$ cat src/rtl/secded_decoder_pipe.sv
// Two-stage SECDED decoder for the (39,32) Hamming code with valid/ready handshake
// and saturating SEC/DED counters. Define SECDED_SYNDROME_LOG_EN to add last_syn/last_err.
module secded_decoder_pipe #(
  parameter int unsigned CNT_W = 16
) (
  input  logic             clk,
  input  logic             rst,
  input  logic             in_valid,
  output logic             in_ready,
  input  logic [38:0]      in_cw,
  output logic             out_valid,
  input  logic             out_ready,
  output logic [31:0]      out_data,
  output logic             out_sec,
  output logic             out_ded,
  input  logic             clr_counts,
  output logic [CNT_W-1:0] sec_count,
  output logic [CNT_W-1:0] ded_count
`ifdef SECDED_SYNDROME_LOG_EN
  ,
  output logic [5:0]       last_syn,
  output logic             last_err
`endif
);

  logic             adv;
  logic             out_hs;

  logic             s1_valid_q, s1_valid_d;
  logic [38:0]      s1_cw_q, s1_cw_d;
  logic [5:0]       s1_syn_q, s1_syn_d;
  logic             s1_par_q, s1_par_d;

  logic             out_valid_q, out_valid_d;
  logic [31:0]      out_data_q, out_data_d;
  logic             out_sec_q, out_sec_d;
  logic             out_ded_q, out_ded_d;

  logic [CNT_W-1:0] sec_count_q, sec_count_d;
  logic [CNT_W-1:0] ded_count_q, ded_count_d;

  logic [5:0]       syn_calc;
  logic [38:0]      cw_fix;
  logic [31:0]      data_fix;
  logic             dec_sec;
  logic             dec_ded;
  int unsigned      dbit;

`ifdef SECDED_SYNDROME_LOG_EN
  logic [5:0]       out_syn_q, out_syn_d;
  logic [5:0]       last_syn_q, last_syn_d;
  logic             last_err_q, last_err_d;
`endif

  assign adv    = !out_valid_q || out_ready;
  assign out_hs = out_valid_q && out_ready;

  // Stage 1 front end: syndrome and overall parity of the incoming word
  always_comb begin
    syn_calc = '0;
    for (int unsigned i = 1; i < 39; i++) begin
      if (in_cw[i]) syn_calc = syn_calc ^ 6'(i);
    end
  end

  // Stage 2 front end: correct and extract data from the registered word
  always_comb begin
    cw_fix   = s1_cw_q;
    dec_sec  = 1'b0;
    dec_ded  = 1'b0;
    data_fix = '0;
    dbit     = 0;
    if (s1_par_q) begin
      if (s1_syn_q == 6'd0) begin
        dec_sec = 1'b1;
      end else if (s1_syn_q <= 6'd38) begin
        dec_sec = 1'b1;
        for (int unsigned i = 1; i < 39; i++) begin
          if (s1_syn_q == 6'(i)) cw_fix[i] = ~s1_cw_q[i];
        end
      end else begin
        dec_ded = 1'b1;
      end
    end else if (s1_syn_q != 6'd0) begin
      dec_ded = 1'b1;
    end
    for (int unsigned i = 3; i < 39; i++) begin
      if ((i & (i - 1)) != 0) begin
        data_fix[dbit] = cw_fix[i];
        dbit           = dbit + 1;
      end
    end
  end

  always_comb begin
    s1_valid_d  = s1_valid_q;
    s1_cw_d     = s1_cw_q;
    s1_syn_d    = s1_syn_q;
    s1_par_d    = s1_par_q;
    out_valid_d = out_valid_q;
    out_data_d  = out_data_q;
    out_sec_d   = out_sec_q;
    out_ded_d   = out_ded_q;
`ifdef SECDED_SYNDROME_LOG_EN
    out_syn_d   = out_syn_q;
`endif
    if (adv) begin
      s1_valid_d  = in_valid;
      s1_cw_d     = in_cw;
      s1_syn_d    = syn_calc;
      s1_par_d    = ^in_cw;
      out_valid_d = s1_valid_q;
      out_data_d  = data_fix;
      out_sec_d   = dec_sec;
      out_ded_d   = dec_ded;
`ifdef SECDED_SYNDROME_LOG_EN
      out_syn_d   = s1_syn_q;
`endif
    end
  end

  // Counters and log: clear beats a same-cycle handshake
  always_comb begin
    sec_count_d = sec_count_q;
    ded_count_d = ded_count_q;
    if (clr_counts) begin
      sec_count_d = '0;
      ded_count_d = '0;
    end else if (out_hs) begin
      if (out_sec_q && sec_count_q != '1) sec_count_d = sec_count_q + 1'b1;
      if (out_ded_q && ded_count_q != '1) ded_count_d = ded_count_q + 1'b1;
    end
`ifdef SECDED_SYNDROME_LOG_EN
    last_syn_d = last_syn_q;
    last_err_d = last_err_q;
    if (clr_counts) begin
      last_syn_d = '0;
      last_err_d = 1'b0;
    end else if (out_hs && (out_sec_q || out_ded_q)) begin
      last_syn_d = out_syn_q;
      last_err_d = 1'b1;
    end
`endif
  end

  always_ff @(posedge clk) begin
    if (rst) begin
      s1_valid_q  <= 1'b0;
      s1_cw_q     <= '0;
      s1_syn_q    <= '0;
      s1_par_q    <= 1'b0;
      out_valid_q <= 1'b0;
      out_data_q  <= '0;
      out_sec_q   <= 1'b0;
      out_ded_q   <= 1'b0;
      sec_count_q <= '0;
      ded_count_q <= '0;
    end else begin
      s1_valid_q  <= s1_valid_d;
      s1_cw_q     <= s1_cw_d;
      s1_syn_q    <= s1_syn_d;
      s1_par_q    <= s1_par_d;
      out_valid_q <= out_valid_d;
      out_data_q  <= out_data_d;
      out_sec_q   <= out_sec_d;
      out_ded_q   <= out_ded_d;
      sec_count_q <= sec_count_d;
      ded_count_q <= ded_count_d;
    end
  end

`ifdef SECDED_SYNDROME_LOG_EN
  always_ff @(posedge clk) begin
    if (rst) begin
      out_syn_q  <= '0;
      last_syn_q <= '0;
      last_err_q <= 1'b0;
    end else begin
      out_syn_q  <= out_syn_d;
      last_syn_q <= last_syn_d;
      last_err_q <= last_err_d;
    end
  end

  assign last_syn = last_syn_q;
  assign last_err = last_err_q;
`endif

  assign in_ready  = adv;
  assign out_valid = out_valid_q;
  assign out_data  = out_data_q;
  assign out_sec   = out_sec_q;
  assign out_ded   = out_ded_q;
  assign sec_count = sec_count_q;
  assign ded_count = ded_count_q;

endmodule

$ cat config.mk
export PLATFORM = sky130hd
export DESIGN_NAME = secded_decoder_pipe
export DESIGN_NICKNAME = d
export VERILOG_FILES = /design/src/rtl/secded_decoder_pipe.sv
export SDC_FILE = /design/constraint.sdc
export NUM_CORES = 1
export LEC_CHECK = 0
export ABC_AREA = 1
export ABC_CLOCK_PERIOD_IN_PS = 2500
export CAP_MARGIN = 30
export CORE_ASPECT_RATIO = 2
export CORE_MARGIN = 2
export CORE_UTILIZATION = 41
export DETAILED_ROUTE_END_ITERATION = 8
export SYNTH_ARGS = -nofsm -noshare
export SYNTH_HDL_FRONTEND = slang
export SYNTH_SLANG_ARGS = --single-unit
$ cat constraint.sdc
create_clock -name clk -period 2.5 [get_ports clk]
set_clock_uncertainty 0.1 [all_clocks]
set_input_delay 0.5 -clock clk [delete_from_list [all_inputs] [get_ports clk]]
set_output_delay 0.5 -clock clk [all_outputs]
set_load 0.005 [all_outputs]
==> results of run 1 <==
## synth_stat cells (4+ instances only)
library cell	number
xnor2_1	26
nor3_1	8
xor2_1	42
o21bai_1	10
o211ai_1	20
nand4_1	7
nand2_1	318
o21ai_0	75
buf_2	7
inv_1	136
dfxtp_1	107
o21ai_1	9
clkbuf_1	24
nor2_1	84
nand3_1	31
inv_2	4
nand2_2	11
a21oi_1	62
nor4_1	4
## worst paths after layout
path / slack, ps / cells after the start / start / to
min: 370 / 2 / s1_valid_q$_SDFFE_PP0P_ / out_valid$_SDFFE_PP0P_
max: 180 / 4 / out_ready / in_ready
min reg2reg: 370 / 2 / s1_valid_q$_SDFFE_PP0P_ / out_valid$_SDFFE_PP0P_
max reg2reg: 570 / 9 / ded_count[0]$_SDFFE_PP0P_ / ded_count[0]$_SDFFE_PP0P_
## per-stage QoR
step / utilization (%) / worst slack [ps] / cells
after floorplan: - / 747.8 / 1004
after global placement: 50.79 / 101.2 / 1298
after detailed placement: 50.79 / 77.12 / 1298
after CTS: 53.03 / 173.2 / 1313
after global routing: 53.03 / 150.3 / 1313
final: 53.03 / 182.4 / 1313
## sequential cells by signal, summed over array words and instances (netlist names)
register	flops
ded_count	16
out_valid	1
s1_cw_q	32
s1_par_q	1
out_ded	1
sec_count	16
s1_valid_q	1
out_sec	1
out_data	32
s1_syn_q	6
## layout make-up
type,count,area share (%)
multi-input combinational,721,43.85
sequential,107,26.55
timing repair buffer,130,15.69
inverter,142,6.606
tap,198,3.070
clock buffer,11,3.008
clock inverter,4,1.225
## worst max-delay path: cells and delay by family
family / cells / cell delay (ps)
simple gates: 1 / 70
buf+inv: 3 / 1150
## layer usage
layer	track usage, %	vias to the layer above	routed length [µm]
met4	11.58	0	819
met1	22.26	2875	6697
met3	2.635	35	427
met2	42.91	121	9882
met5	0	-	0
li1	-	3353	-
## logic make-up (layout without fill, tap and decap cells)
| logic type | Yosys count | in the layout | share of synthesized area [%] |
|---|---|---|---|
| AOI/OAI and AO/OA | 178 | 178 | 15.35 |
| and+or+nand+nor | 473 | 473 | 30.43 |
| xor gates and xnor gates | 68 | 68 | 9.368 |
| adders and majority gates | 2 | 2 | 0.3936 |
| buffers and inverters | 176 | 287 | 10.77 |
| DFF | 107 | 107 | 33.69 |
## report_power, final
part,switching [mW],internal [mW]
sequential,0.0770,1.82
clock,0.627,1.00
combinational,0.615,0.436
total,1.32,3.26
==> impl_metrics.toml, run 1 <==
[detailed_routing]
wl_um = 17830
wl_per_cell_um = 13.58
drt_drc_violations_left = 0
vias_per_cell = 4.862
vias = 6384
ant_nets = 0
dr.pass1.iters = 4
drt-initial-drc-count = 254

[power]
peakVddDrop_mv = 0.2836
p_leak_nw = 3.688
power_mw = 4.576
p_per_area_nw_per_um2 = 567.2

[critical_path]
cp_slowest_stage_delay_ps = 540
start_kind = "input pin"
required_ps = 1900
arrival_ps = 1720
cp_slowest_cell = "clkdlybuf4s50_1"
critPathMaxFanout = 2
crit_type = "input pin to primary output"
crit_path_frequent_cell = "clkdlybuf4s50_1"
crit_chain = "clkdlybuf4s50_1, nor2_4, inv_2, clkdlybuf4s50_1"
endpoint_kind = "primary output"

[logic_synthesis]
synth_area_leaders = "dfxtp_1 (34%), nand2_1 (19%), inv_1 (8.0%)"
synth_async_sr_flop_share_pct = 0
synth_flop_cell = "dfxtp_1"
syn_inst = 1004
synth_edf_count = 0
yosysWarnings = 0
synth_area_um2 = 6357
synth_area_leader_cell = "dfxtp_1"
synth-seq-cells = 107
avgSynthCellArea_um2 = 6.332
synth_top_cell_area_share_pct = 33.69
synth_nets = 1050
synth.distinct_cells = 33
ys_seq_area_share_pct = 33.69

[final_layout]
fin_area_um2 = 8069
multiInputGateArea_um2 = 3538
fill_cells = 1605
seqCellArea_um2 = 2142
mostFrequentLayoutCells = "nand2_1 (318), inv_1 (135), clkdlybuf4s50_1 (111)"
drive_above_1_share_pct = 5.202
layout-area-overhead-vs-synth_pct = 26.92
nNetsFinal = 1157
final_common_cell = "nand2_1"
antenna_cells = 0

[global_routing]
grt_max_degree = 103
grt_pass1_vias = 5982
grt_overflow = 0
grt_usage_pct = 22.10
antenna_found_initial = 0
grt_pass1_wl_um = 29150

[clock_network]
clk_latency_ps = 350
numCtsBuffers = 9
htree_levels = 3
clkTransAtPathRegs_ps = 70
cts_hold_buf = 0
post_cts_buffers = 0
clock-sinks = 107
cts_buffer_depth = 2
cts_tree = "built"
cts_root_buffer = "clkbuf_16"
ctsResizeCount = 0

[die]
fp.dieH_um = 180.1
start_util_pct = 41.78
num_io_pins = 112
num_rows = 64
fp.dieW_um = 92.05
die_area_um2 = 16580
core_um2 = 15210

[timing]
whs_ps = 372.3
relSlewSlack_pct = 55.06
hold_viol = 0
fin_crit_ps = 2318
fin_crit_sh_pct = 92.70
setup_tns_ps = 0
worst_slew_pin_slew_ps = 668.0
drv_slew = 0
finalSetupViolCount = 0
timing.fmax_mhz = 431.5
rsz0062_at_grt = "no"

[placed_design]
gp_congestion = 0.9057
portBuffers = 111
dp_hpwl_um = 13960
place_area_um2 = 7727

[run]
cap_violations = 0

[status]
status = "complete, no violations"

[hold_path]
hold_class = "flip-flop to flip-flop"
No activity file was read; power rests on OpenSTA's default activity.
==> run 2, diff against run 1 <==
--- a/config.mk
+++ b/config.mk
@@ -12,6 +12,7 @@
 export CORE_MARGIN = 2
 export CORE_UTILIZATION = 41
 export DETAILED_ROUTE_END_ITERATION = 8
+export SETUP_SLACK_MARGIN = 0.5
 export SYNTH_ARGS = -nofsm -noshare
 export SYNTH_HDL_FRONTEND = slang
 export SYNTH_SLANG_ARGS = --single-unit
==> run 2 against run 1 <==
Total power grew 0.23%. Critical path depth down 3. Setup slack better by 360 ps. Maximum frequency rose by 18%. Clock power hardly changed. Sequential cell count is the same. Hold slack is essentially flat. Non-clock buffer count unchanged. Cell area increased by 1.6%. Wire length rose by 0.80%.
==> impl_metrics.toml, run 2 (same netlist as run 1, synthesis figures left out) <==
[status]
status = "complete, no violations"

[timing]
finalSetupViolCount = 0
timing.fmax_mhz = 510.8
relSlewSlack_pct = 56.66
drv_slew = 0
worst_slew_pin_slew_ps = 644.2
setup_tns_ps = 0
hold_viol = 0
fin_crit_sh_pct = 78.31
rsz0062_at_grt = "yes"
fin_crit_ps = 1958

[global_routing]
grt_pass1_wl_um = 29170
antenna_found_initial = 0
grt_usage_pct = 22.12
grt_max_degree = 103
grt_pass1_vias = 5985
grt_overflow = 0

[placed_design]
portBuffers = 111
gp_congestion = 0.9057
placed_cells = 1298
dp_hpwl_um = 13960

[detailed_routing]
vias_per_cell = 4.852
drt_drc_violations_left = 0
wl_um = 17970
drt-initial-drc-count = 246
dr.pass1.iters = 4
wl_per_cell_um = 13.69
vias = 6371
ant_nets = 0

[final_layout]
drive_above_1_share_pct = 7.085
final_cells = 1313
final_common_cell = "nand2_1"
antenna_cells = 0
layout-area-overhead-vs-synth_pct = 28.97
mostFrequentLayoutCells = "nand2_1 (311), inv_1 (133), dfxtp_1 (104)"
nNetsFinal = 1157

[die]
num_rows = 64
start_util_pct = 41.78
num_io_pins = 112
core_um2 = 15210
fp.dieH_um = 180.1
fp.dieW_um = 92.05
die_area_um2 = 16580

[clock_network]
clkTransAtPathRegs_ps = 70
clk_latency_ps = 350
clock-sinks = 107
cts_tree = "built"
post_cts_buffers = 0
cts_hold_buf = 0
htree_levels = 3
cts_buffer_depth = 2
cts_root_buffer = "clkbuf_16"
numCtsBuffers = 9

[power]
peakVddDrop_mv = 0.2862
p_leak_nw = 3.887
p_per_area_nw_per_um2 = 559.4

[critical_path]
start_kind = "flip-flop"
arrival_ps = 1360
crit_chain = "clkdlybuf4s50_1"
crit_type = "flip-flop to primary output"
endpoint_kind = "primary output"
critPathMaxFanout = 6
cp_slowest_cell = "clkdlybuf4s50_1"
cp_num_buf_inv = 1
cp_slowest_stage_delay_ps = 550
crit_family = "buffers and inverters"
required_ps = 1900

[hold_path]
hold_class = "flip-flop to flip-flop"

[run]
cap_violations = 0
[run 2: worst register-to-register path, cell delays in order, from the launching register on]
cell     delay, ps
dfxtp_1        430
ha_1           240
nand2_1        110
nor2_2         200
nand4_1        120
nand2_1        110
inv_2           90
buf_4          170
o21ai_0        140
a21oi_1         50
[run 2: final timing paths]
| kind | from | endpoint | slack (ps) | cells past startpoint |
|---|---|---|---|---|
| max | ded_count[7]$_SDFFE_PP0P_ | ded_count[7] | 540 | 1 |
| min | s1_valid_q$_SDFFE_PP0P_ | out_valid$_SDFFE_PP0P_ | 370 | 2 |
| max reg2reg | ded_count[0]$_SDFFE_PP0P_ | ded_count[0]$_SDFFE_PP0P_ | 620 | 9 |
| min reg2reg | s1_valid_q$_SDFFE_PP0P_ | out_valid$_SDFFE_PP0P_ | 370 | 2 |
[run 2: final cells by class]
cell class,count,area [µm²]
fillers,1588,7015
multi-input cells,721,3623
flip-flops and latches,107,2146
repair buffers,130,1304
inverters,142,536.8
well taps,198,247.7
clock buffers,11,242.7
clock inverters,4,98.84
[run 2: through the flow]
| stage | setup slack [ps] | utilization (%) | cell area (µm²) | hold WS [ps] | total power [mW] |
|---|---|---|---|---|---|
| detailed placement | 77.12 | 50.79 | 7727 | 359.6 | 2.993 |
| global placement | 101.2 | 50.79 | 7727 | 354.8 | 2.981 |
| global route | 453.2 | 53.89 | 8199 | 400.2 | 4.853 |
| floorplan | 747.8 | - | 6357 | 341.1 | 2.561 |
| CTS | 504.1 | 53.08 | 8075 | 378.8 | 4.650 |
| finish | 542.2 | 53.89 | 8199 | 372.1 | 4.587 |
[run 2: what timing repair did]
action | 4_1_cts | 5_1_grt
hold endpoints to repair | 0 | 0
resized for setup | 7 | 39
endpoints found under the setup margin | 4 | 26
pin swaps | 0 | 3
[run 2: metal layers]
| layer | up-vias | GRT usage [%] | part of all wire, % |
|---|---|---|---|
| met5 | - | 0 | 0 |
| met1 | 2851 | 22.26 | 37 |
| met3 | 34 | 2.635 | 2.9 |
| met4 | 0 | 11.58 | 4.6 |
| met2 | 134 | 42.97 | 56 |
| li1 | 3352 | - | - |
[run 2: where the power goes]
group | leakage [nW] | total (mW) | internal (mW) | switching (mW)
sequential | 0.881 | 1.89 | 1.82 | 0.0769
combinational | 2.84 | 1.06 | 0.439 | 0.625
clock | 0.166 | 1.63 | 1.00 | 0.626
